**config.mk**
```make
export PLATFORM = sky130hd
export DESIGN_NAME = boot_burst_fetch_flat
export DESIGN_NICKNAME = d
export VERILOG_FILES = /design/src/rtl/boot_burst_fetch_if.sv /design/src/rtl/boot_burst_fetch.sv /design/src/flat_wrapper.sv
export SDC_FILE = /design/constraint.sdc
export NUM_CORES = 1
export LEC_CHECK = 0
export BUFFER_PORTS_ARGS = -buffer_cell sky130_fd_sc_hd__buf_2
export CAP_MARGIN = 20
export CELL_PAD_IN_SITES_DETAIL_PLACEMENT = 1
export CELL_PAD_IN_SITES_GLOBAL_PLACEMENT = 2
export CORE_MARGIN = 3
export CORE_UTILIZATION = 26
export DETAILED_ROUTE_END_ITERATION = 6
export HOLD_SLACK_MARGIN = 0.06
export PLACE_DENSITY_LB_ADDON = 0.2
export SYNTH_ARGS = -nofsm -noshare
export SYNTH_HDL_FRONTEND = slang
export SYNTH_SLANG_ARGS = --single-unit
```
**constraint.sdc**
```tcl
create_clock -name clk_i -period 2.4 [get_ports clk_i]
set_input_delay 0.48 -clock clk_i [delete_from_list [all_inputs] [get_ports clk_i]]
set_output_delay 0.48 -clock clk_i [all_outputs]
set_load 0.02 [all_outputs]
```
**src/rtl/boot_burst_fetch_if.sv**
```systemverilog
// Request/stream side and Wishbone initiator side of the boot line fetcher.
// master is the fetcher's view; slave is the requester-plus-responder view.
interface boot_burst_fetch_if #(
  parameter int WID = 64
);
  logic           req_i;
  logic [17:0]    req_adr_i;
  logic           busy_o;
  logic           rd_vld_o;
  logic [2:0]     rd_idx_o;
  logic [WID-1:0] rd_dat_o;
  logic           done_o;
  logic           err_o;
  logic           cs_o;
  logic           cyc_o;
  logic           stb_o;
  logic [2:0]     cti_o;
  logic [17:0]    adr_o;
  logic           bok_i;
  logic           ack_i;
  logic [WID-1:0] dat_i;

  modport master (
    input  req_i, req_adr_i, bok_i, ack_i, dat_i,
    output busy_o, rd_vld_o, rd_idx_o, rd_dat_o, done_o, err_o,
           cs_o, cyc_o, stb_o, cti_o, adr_o
  );

  modport slave (
    output req_i, req_adr_i, bok_i, ack_i, dat_i,
    input  busy_o, rd_vld_o, rd_idx_o, rd_dat_o, done_o, err_o,
           cs_o, cyc_o, stb_o, cti_o, adr_o
  );
endinterface

```
**src/rtl/boot_burst_fetch.sv**
```systemverilog
// Fetches one aligned BEATS-word line over Wishbone (incrementing burst, or classic cycles if bok_i=0);
// words stream out one cycle after each ack, no output backpressure. BOOT_FETCH_TIMEOUT_EN adds an ack timeout abort.
module boot_burst_fetch #(
  parameter int WID   = 64,
  parameter int BEATS = 4,
  parameter int TMO   = 255
) (
  input  logic                clk_i,
  input  logic                rst_i,
  boot_burst_fetch_if.master  bus
);

  localparam int          ALO   = 3 + $clog2(BEATS);
  localparam logic [17:0] AMASK = ~18'((1 << ALO) - 1);
  localparam logic [2:0]  LAST  = 3'(BEATS - 1);
  localparam logic [2:0]  CTI_CLASSIC = 3'b000;
  localparam logic [2:0]  CTI_INCR    = 3'b010;
  localparam logic [2:0]  CTI_END     = 3'b111;

  typedef enum logic [2:0] {IDLE, START, BURST, SINGLE, SGAP} state_t;

  state_t         state_q, state_n;
  logic [2:0]     beat_q, beat_n;
  logic [17:0]    adr_q, adr_n;
  logic [2:0]     cti_q, cti_n;
  logic           cyc_q, cyc_n;
  logic           busy_q, busy_n;
  logic           vld_q, vld_n;
  logic [2:0]     idx_q, idx_n;
  logic [WID-1:0] dat_q, dat_n;
  logic           done_q, done_n;
  logic           err_q, err_n;
  logic           take_ack;
  logic           burst_mode;

`ifdef BOOT_FETCH_TIMEOUT_EN
  logic [7:0] tmo_q, tmo_n;
  logic       tmo_hit;
`else
  logic unused_tmo;
  assign unused_tmo = ^8'(TMO);
`endif

  always_ff @(posedge clk_i or negedge rst_i) begin
    if (!rst_i) begin
      state_q <= IDLE;
      beat_q  <= '0;
      adr_q   <= '0;
      cti_q   <= '0;
      cyc_q   <= 1'b0;
      busy_q  <= 1'b0;
      vld_q   <= 1'b0;
      idx_q   <= '0;
      dat_q   <= '0;
      done_q  <= 1'b0;
      err_q   <= 1'b0;
`ifdef BOOT_FETCH_TIMEOUT_EN
      tmo_q   <= '0;
`endif
    end else begin
      state_q <= state_n;
      beat_q  <= beat_n;
      adr_q   <= adr_n;
      cti_q   <= cti_n;
      cyc_q   <= cyc_n;
      busy_q  <= busy_n;
      vld_q   <= vld_n;
      idx_q   <= idx_n;
      dat_q   <= dat_n;
      done_q  <= done_n;
      err_q   <= err_n;
`ifdef BOOT_FETCH_TIMEOUT_EN
      tmo_q   <= tmo_n;
`endif
    end
  end

  always_comb begin
    state_n    = state_q;
    beat_n     = beat_q;
    adr_n      = adr_q;
    cti_n      = cti_q;
    cyc_n      = cyc_q;
    busy_n     = busy_q;
    vld_n      = 1'b0;
    idx_n      = idx_q;
    dat_n      = dat_q;
    done_n     = 1'b0;
    err_n      = 1'b0;
    take_ack   = cyc_q && bus.ack_i;
    burst_mode = (state_q == BURST) || (state_q == START && bus.bok_i);

    // busy stays up through the done/err cycle, so IDLE also waits for it to clear
    if (done_q || err_q) busy_n = 1'b0;

    case (state_q)
      IDLE: begin
        if (bus.req_i && !busy_q) begin
          state_n = START;
          cyc_n   = 1'b1;
          busy_n  = 1'b1;
          beat_n  = '0;
          adr_n   = bus.req_adr_i & AMASK;
          cti_n   = (BEATS == 1) ? CTI_CLASSIC : CTI_INCR;
        end
      end
      START: begin
        if (bus.bok_i) begin
          state_n = BURST;
        end else begin
          state_n = SINGLE;
          cti_n   = CTI_CLASSIC;
        end
      end
      SGAP: begin
        state_n = SINGLE;
        cyc_n   = 1'b1;
      end
      default: ;
    endcase

    if (take_ack) begin
      vld_n = 1'b1;
      idx_n = beat_q;
      dat_n = bus.dat_i;
      if (beat_q == LAST) begin
        state_n = IDLE;
        cyc_n   = 1'b0;
        done_n  = 1'b1;
      end else begin
        beat_n = beat_q + 3'd1;
        adr_n  = adr_q + 18'd8;
        if (burst_mode) begin
          state_n = BURST;
          cti_n   = (beat_q + 3'd1 == LAST) ? CTI_END : CTI_INCR;
        end else begin
          // drop the strobes for one cycle so the responder sees a new cycle
          state_n = SGAP;
          cyc_n   = 1'b0;
        end
      end
    end

`ifdef BOOT_FETCH_TIMEOUT_EN
    tmo_n   = tmo_q;
    tmo_hit = 1'b0;
    if (cyc_q && !bus.ack_i) begin
      if (tmo_q == 8'(TMO - 1)) tmo_hit = 1'b1;
      else                      tmo_n   = tmo_q + 8'd1;
    end
    if (take_ack || (state_n != state_q && (state_n == START || state_n == SINGLE)))
      tmo_n = '0;
    if (tmo_hit) begin
      state_n = IDLE;
      cyc_n   = 1'b0;
      err_n   = 1'b1;
      tmo_n   = '0;
    end
`endif
  end

  assign bus.busy_o   = busy_q;
  assign bus.rd_vld_o = vld_q;
  assign bus.rd_idx_o = idx_q;
  assign bus.rd_dat_o = dat_q;
  assign bus.done_o   = done_q;
  assign bus.err_o    = err_q;
  assign bus.cs_o     = cyc_q;
  assign bus.cyc_o    = cyc_q;
  assign bus.stb_o    = cyc_q;
  assign bus.cti_o    = cti_q;
  assign bus.adr_o    = adr_q;

endmodule

```
**src/flat_wrapper.sv**
```systemverilog
// flat-port wrapper written by rule: the top's interface ports become plain ports
module boot_burst_fetch_flat 
#(
  parameter int WID   = 64,
  parameter int BEATS = 4,
  parameter int TMO   = 255
)
  (clk_i, rst_i, bus_req_i, bus_req_adr_i, bus_bok_i, bus_ack_i, bus_dat_i, bus_busy_o, bus_rd_vld_o, bus_rd_idx_o, bus_rd_dat_o, bus_done_o, bus_err_o, bus_cs_o, bus_cyc_o, bus_stb_o, bus_cti_o, bus_adr_o);
  boot_burst_fetch_if #(.WID(WID)) bus_i ();
  input  logic clk_i;
  input  logic rst_i;
  input wire logic [$bits(bus_i.req_i)-1:0] bus_req_i;
  input wire logic [$bits(bus_i.req_adr_i)-1:0] bus_req_adr_i;
  input wire logic [$bits(bus_i.bok_i)-1:0] bus_bok_i;
  input wire logic [$bits(bus_i.ack_i)-1:0] bus_ack_i;
  input wire logic [$bits(bus_i.dat_i)-1:0] bus_dat_i;
  output wire logic [$bits(bus_i.busy_o)-1:0] bus_busy_o;
  output wire logic [$bits(bus_i.rd_vld_o)-1:0] bus_rd_vld_o;
  output wire logic [$bits(bus_i.rd_idx_o)-1:0] bus_rd_idx_o;
  output wire logic [$bits(bus_i.rd_dat_o)-1:0] bus_rd_dat_o;
  output wire logic [$bits(bus_i.done_o)-1:0] bus_done_o;
  output wire logic [$bits(bus_i.err_o)-1:0] bus_err_o;
  output wire logic [$bits(bus_i.cs_o)-1:0] bus_cs_o;
  output wire logic [$bits(bus_i.cyc_o)-1:0] bus_cyc_o;
  output wire logic [$bits(bus_i.stb_o)-1:0] bus_stb_o;
  output wire logic [$bits(bus_i.cti_o)-1:0] bus_cti_o;
  output wire logic [$bits(bus_i.adr_o)-1:0] bus_adr_o;
  assign bus_i.req_i = bus_req_i;
  assign bus_i.req_adr_i = bus_req_adr_i;
  assign bus_i.bok_i = bus_bok_i;
  assign bus_i.ack_i = bus_ack_i;
  assign bus_i.dat_i = bus_dat_i;
  assign bus_busy_o = bus_i.busy_o;
  assign bus_rd_vld_o = bus_i.rd_vld_o;
  assign bus_rd_idx_o = bus_i.rd_idx_o;
  assign bus_rd_dat_o = bus_i.rd_dat_o;
  assign bus_done_o = bus_i.done_o;
  assign bus_err_o = bus_i.err_o;
  assign bus_cs_o = bus_i.cs_o;
  assign bus_cyc_o = bus_i.cyc_o;
  assign bus_stb_o = bus_i.stb_o;
  assign bus_cti_o = bus_i.cti_o;
  assign bus_adr_o = bus_i.adr_o;
  boot_burst_fetch #(.WID(WID), .BEATS(BEATS), .TMO(TMO)) u_core (.clk_i(clk_i), .rst_i(rst_i), .bus(bus_i));
endmodule
```
==> impl_metrics.json, run 1 <==
{
  "ios": 182,
  "tightest_slew_ps": 773.4,
  "cts_hold_buffers": 0,
  "setup.worst_path.start_class": "flop",
  "avgSynthCellArea_sq_um": 9.079,
  "num-nets-final": 717,
  "clock_skew_ps": 8.179,
  "cp-end-kind": "flop",
  "m1WireLength_um": 5667,
  "fmax_ghz": 0.4774,
  "vias_per_cell": 4.423,
  "dr_wl_met3_um": 874,
  "clock-root-buffer": "clkbuf_16",
  "top_layer": "met4",
  "cp_max_fo": 4,
  "synth.distinct_cells": 43,
  "num_rows": 45,
  "core-area_sq_um": 15310,
  "worstSetupPathType": "flop to flop",
  "synth_cells": 453,
  "area_growth_pct": 35.11,
  "path_clk_slew_ps": 70,
  "placed_cells": 826,
  "drive_gt1_share_pct": 33.28,
  "initial_core_util_pct": 26.85,
  "drt_iter0_markers": 137,
  "cts.sinks": 98,
  "ant_nets": 0,
  "dr_wl_met2_um": 6003,
  "antenna_found_initial": 0,
  "min_period_ps": 2095,
  "r2r.worst_path.cells": 6,
  "vias": 3724,
  "wl_um": 12720,
  "fin_cells": 842,
  "detailed_place_hpwl_um": 9151,
  "synth.area.top_cells": "dfrtp_1, nand2_1, clkbuf_1",
  "drc_errors": 0,
  "overflow": 0,
  "finalHoldViolations": 0,
  "ir_drop_mv": 0.4773,
  "synth-seq-area-share_pct": 59.63,
  "status": "finished clean",
  "cap_violations": 0,
  "synth_most_common_cell": "nand2_1",
  "power.leakage_nw": 3.033,
  "setup_viol": 0,
  "grt_max_degree": 73,
  "grt_pass1_vias": 4058,
  "netlist_area_sq_um": 4113,
  "synth_top_cell_by_area": "dfrtp_1",
  "synth_edf_count": 0,
  "r2r-end": "u_core.bus.adr_o[16]",
  "synth_common_cells": "nand2_1, dfrtp_1, clkbuf_1",
  "ys_ff_latch": 98,
  "synth_warnings": 0,
  "h-tree-depth": 3,
  "finalMaxSlewViolations": 0,
  "die_x_um": 131.8,
  "clockBufferDepth": 2,
  "final_core_util_pct": 36.28,
  "relSlewSlack_pct": 48.44,
  "async_flop_share_pct": 100.0,
  "arrival_ps": 2320,
  "synth_flop_cell": "dfrtp_1",
  "grt_pass1_wl_um": 21340,
  "numCtsBuffers": 9,
  "syn_nets": 544,
  "hold_class": "input pin to asynchronous set/reset pin",
  "crit_required_ps": 2630,
  "postCtsSetupRepairBufs": 0,
  "p_per_area_nw_per_um2": 1396,
  "synth_top_area_share_pct": 59.63,
  "cts-resized-gates": 0,
  "rsz0062_at_grt": "no",
  "min_period_over_period_pct": 87.27,
  "worstSkewPairLatency_ps": 350,
  "r2r_start": "u_core.beat_q[1]",
  "die_h_um": 131.8,
  "finalSetupTns_ps": 0,
  "n_antenna_cell": 0,
  "gp_congestion": 0.7313,
  "fill_cells": 1869,
  "first_pass_iters": 4,
  "grt_use_total_pct": 15.07,
  "r2r_setup_slack_ps": 310,
  "cts_tree": "done",
  "wl_per_cell_um": 15.11,
  "dieArea_sq_um": 17360,
  "port_buffers": 175
}
==> kinds of logic (layout without fill, tap and decap cells) <==
logic type	after synthesis	in the layout	synth area share [%]
and+or+nand+nor	258	258	25.83
muxes	3	3	0.7302
AOI/OAI and AO/OA	49	49	7.758
other	1	1	0.09118
xor gates and xnor gates	3	3	0.6390
buffers and inverters	37	215	4.107
adders and majority gates	4	4	1.217
DFF	98	98	59.63
==> critical path, stage by stage, from the launching register on <==
cell      delay (ps)
dfrtp_1          420
ha_1             200
ha_1             200
nand3b_1         220
or4_1            630
nor3_1           220
nor3_1            80
==> placed cells by master (no fill, tap or decap), types with 4 or more instances in the layout <==
cell type  instances
a211oi_1           5
a21oi_1           11
buf_2            174
buf_4             12
clkbuf_16          9
dfrtp_1           98
ha_1               4
inv_1             11
nand2_1          211
nand3_1            6
nor2_1             9
nor3_1            10
o21ai_0           10
o22ai_1            7
==> registers in the layout, summed over array words and instances, names as in the netlist <==
register,flops
u_core.bus.rd_dat_o,64
u_core.bus.adr_o,18
u_core.beat_q,3
u_core.bus.cti_o,3
u_core.bus.rd_idx_o,3
u_core.state_q,3
u_core.bus.busy_o,1
u_core.bus.cs_o,1
u_core.bus.done_o,1
u_core.bus.rd_vld_o,1
==> worst max-delay path by stage <==
stage / from / end / slack, ps / cells after the start
6_report: u_core.beat_q[1] / u_core.bus.adr_o[16] / 310 / 6
5_1_grt: u_core.beat_q[1] / u_core.bus.adr_o[16] / 160 / 6
4_1_cts: u_core.beat_q[1] / u_core.bus.adr_o[16] / 280 / 6
3_5_place_dp: u_core.beat_q[1] / u_core.bus.adr_o[16] / 290 / 6
3_3_place_gp: bus_req_i / u_core.bus.adr_o[5] / 330 / 6
2_1_floorplan: u_core.beat_q[1] / u_core.bus.adr_o[16] / 530 / 6
==> final cells by class <==
class                      count  area (sq um)  share of cell area, %
multi-input combinational    318          1494                  26.89
inverter                      12         45.04                 0.8106
timing repair buffer         187         980.9                  17.65
sequential                    98          2452                  44.13
clock inverter                 5         77.57                  1.396
clock buffer                  11         242.7                  4.368
tap                          211         264.0                  4.751
==> metrics by stage <==
| step | area (sq um) | worst slack, ps | power, mW | hold WS (ps) |
|---|---|---|---|---|
| final | 5557 | 305.4 | 7.756 | 102.2 |
| after global placement | 5236 | 329.3 | 6.177 | 446.9 |
| after detailed placement | 5236 | 294.6 | 6.290 | 449.8 |
| after CTS | 5557 | 277.9 | 7.919 | 119.6 |
| after floorplan | 4113 | 530.1 | 4.975 | 184.4 |
| after global routing | 5557 | 157.3 | 8.401 | 131.6 |
==> per-layer routing <==
| layer | track usage, % | vias to the layer above |
|---|---|---|
| met2 | 24.21 | 106 |
| li1 | - | 1811 |
| met3 | 4.466 | 11 |
| met4 | 5.076 | 0 |
| met5 | 0 | - |
| met1 | 19.53 | 1796 |
==> report_power, final <==
group / switching, mW / internal (mW)
Sequential: 0.529 / 2.37
Clock: 0.633 / 0.939
Combinational: 2.18 / 1.10
Total: 3.34 / 4.41
(Power assumes the default switching activity.)
==> run 2, diff against run 1 <==
--- a/config.mk
+++ b/config.mk
@@ -5,13 +5,13 @@
 export SDC_FILE = /design/constraint.sdc
 export NUM_CORES = 1
 export LEC_CHECK = 0
-export BUFFER_PORTS_ARGS = -buffer_cell sky130_fd_sc_hd__buf_2
 export CAP_MARGIN = 20
 export CELL_PAD_IN_SITES_DETAIL_PLACEMENT = 1
 export CELL_PAD_IN_SITES_GLOBAL_PLACEMENT = 2
 export CORE_MARGIN = 3
-export CORE_UTILIZATION = 26
+export CORE_UTILIZATION = 32
 export DETAILED_ROUTE_END_ITERATION = 6
+export DONT_BUFFER_PORTS = 1
 export HOLD_SLACK_MARGIN = 0.06
 export PLACE_DENSITY_LB_ADDON = 0.2
 export SYNTH_ARGS = -nofsm -noshare
==> constraint.sdc (replaced) <==
create_clock -name clk_i -period 1.8 [get_ports clk_i]
set_input_delay 0.36 -clock clk_i [delete_from_list [all_inputs] [get_ports clk_i]]
set_output_delay 0.36 -clock clk_i [all_outputs]
set_load 0.02 [all_outputs]
==> run 2 against run 1 <==
First-iteration DRC count fell by 42%. The flow now finishes with violations (negative hold slack, negative setup slack). Final cell count fell by 22%. Via count fell by 13%. Hold slack got worse by 390 ps. Total power rose by 28%. Largest power group is now sequential cells. Sequential cell count did not move. Fmax rose by 13%. Worst setup slack got worse by 370 ps. Critical endpoint is now u_core.bus.adr_o[15].
==> impl_metrics.json, run 2 (synthesized netlist as in run 1, its figures left out) <==
{
  "wl_um": 11660,
  "relSlewSlack_pct": 57.31,
  "hold_class": "input pin to asynchronous set/reset pin",
  "crit_required_ps": 2030,
  "ir_drop_mv": 0.6550,
  "die_h_um": 119.4,
  "vias_per_cell": 4.942,
  "grt_max_degree": 99,
  "vias": 3247,
  "first_pass_iters": 4,
  "rsz0062_at_grt": "yes",
  "worstPathCellList": "or4b_4, or3_4, o221a_4",
  "fin_ws_ps": -59.90,
  "clock-root-buffer": "clkbuf_16",
  "fin_area_sq_um": 5030,
  "grt_pass1_wl_um": 19070,
  "final_common_cell": "nand2_1",
  "cts.sinks": 98,
  "path_delay_family": "simple AND/OR/NAND/NOR gates",
  "largest_reg_flops": 64,
  "detailed_place_hpwl_um": 8274,
  "ios": 182,
  "h-tree-depth": 3,
  "violations": "negative hold slack, negative setup slack",
  "n_antenna_cell": 0,
  "power.leakage_nw": 2.495,
  "port_buffers": 0,
  "fmax_ghz": 0.5377,
  "finalSetupTns_ps": -362.6,
  "path_clk_slew_ps": 60,
  "clock_skew_ps": 6.735,
  "cp-startpoint": "u_core.state_q[1]",
  "clockBufferDepth": 2,
  "drc_errors": 0,
  "cp_max_fo": 7,
  "cts_tree": "done",
  "num_rows": 40,
  "tightest_slew_ps": 640.4,
  "drt_iter0_markers": 79,
  "cap_violations": 0,
  "finalHoldViolations": 98,
  "layout_common_cells": "nand2_1, dfrtp_1, buf_4, inv_1, o21ai_0",
  "worstSetupPathType": "flop to flop",
  "cp_num_buf_inv": 0,
  "grt_use_total_pct": 16.78,
  "min_period_over_period_pct": 103.3,
  "worstSkewPairLatency_ps": 340,
  "num-nets-final": 576,
  "status": "finished with violations",
  "min_period_ps": 1860,
  "placed_cells": 634,
  "grt_pass1_vias": 3626,
  "placed_area_sq_um": 4531,
  "p_per_area_nw_per_um2": 1968,
  "r2r-end": "u_core.bus.adr_o[15]",
  "finalMaxSlewViolations": 0,
  "numCtsBuffers": 9,
  "hold_ws_ps": -290.3,
  "core-area_sq_um": 12260,
  "cp-end-kind": "flop",
  "fill_cells": 1405,
  "ant_nets": 0,
  "die_x_um": 119.4,
  "crit_slowest_cell": "or4b_4",
  "r2r_setup_slack_ps": -60,
  "setup_viol": 14,
  "drive_gt1_share_pct": 18.61,
  "r2r_start": "u_core.state_q[1]",
  "cp_num_cells": 3,
  "arrival_ps": 2090,
  "endpoint": "u_core.bus.adr_o[15]",
  "dieArea_sq_um": 14250,
  "wl_per_cell_um": 17.75,
  "area_growth_pct": 22.30,
  "initial_core_util_pct": 33.54,
  "critPathMaxStageDelay_ps": 590,
  "fin_cells": 657,
  "gp_congestion": 0.7669,
  "overflow": 0,
  "r2r.worst_path.cells": 3,
  "setup.worst_path.start_class": "flop",
  "antenna_found_initial": 0
}
run 2: cell count changes in the layout (fill, tap and decap cells not counted), moves of 3 or more:
cell	before	now
and2_1	3	0
and2_4	0	3
buf_2	174	0
buf_4	12	35
buf_6	0	8
nor3_1	10	6
nor3_2	0	4
run 2: repair_timing:
action | CTS | global route
buffers inserted | 7 | 1
pin swaps | 8 | 8
hold endpoints to repair | 98 | 98
gates cloned | 1 | 0
endpoints found under the setup margin | 19 | 22
gates resized for setup | 18 | 18
run 2: metrics by stage:
step / utilization (%) / total power, mW / worst slack (ps) / hold WS (ps)
after floorplan: - / 6.648 / -64.59 / 64.41
after global placement: 36.95 / 7.675 / -149.5 / 67.00
after detailed placement: 36.95 / 7.823 / -240.6 / 67.14
after CTS: 40.46 / 9.985 / -67.30 / -308.1
after global routing: 41.02 / 10.67 / -130.1 / -314.4
final: 41.02 / 9.898 / -59.90 / -290.3
run 2: how the worst min path moves through the flow:
stage          start                   end  slack [ps]  cells after the start
4_1_cts        rst_i  u_core.bus.adr_o[12]        -310                      0
3_5_place_dp   rst_i  u_core.bus.adr_o[12]          70                      0
5_1_grt        rst_i  u_core.bus.adr_o[12]        -310                      0
6_report       rst_i  u_core.bus.adr_o[12]        -290                      0
3_3_place_gp   rst_i  u_core.bus.adr_o[12]          70                      0
2_1_floorplan  rst_i      u_core.beat_q[0]          60                      0
run 2: worst register-to-register path: stages, from the launching register on:
cell and delay (ps):
dfrtp_1 390, or4b_4 590, or3_4 490, o221a_4 290
run 2: routing by layer:
| metal | vias up | routed length, um | part of all wire (%) | GRT usage [%] |
|---|---|---|---|---|
| met1 | 1594 | 4705 | 40 | 19.81 |
| met2 | 107 | 5769 | 49 | 27.76 |
| li1 | 1527 | - | - | - |
| met4 | 0 | 232 | 2.0 | 7.230 |
| met3 | 19 | 957 | 8.2 | 5.745 |
| met5 | - | 0 | 0 | 0 |
run 2: cell type report:
| type | instances | area [sq um] | area share [%] |
|---|---|---|---|
| Inverter | 12 | 45.04 | 0.8955 |
| Multi-Input combinational cell | 319 | 1643 | 32.66 |
| Tap cell | 168 | 210.2 | 4.179 |
| Clock inverter | 3 | 40.04 | 0.7960 |
| Clock buffer | 12 | 246.5 | 4.900 |
| Sequential cell | 98 | 2452 | 48.76 |
| Timing Repair Buffer | 45 | 392.9 | 7.811 |
run 2: where the power goes:
part           total [mW]  internal, mW  switching, mW
logic                3.08          1.28           1.80
clock network        1.90          1.10          0.799
registers            4.91          3.16           1.76
total                9.90          5.54           4.36
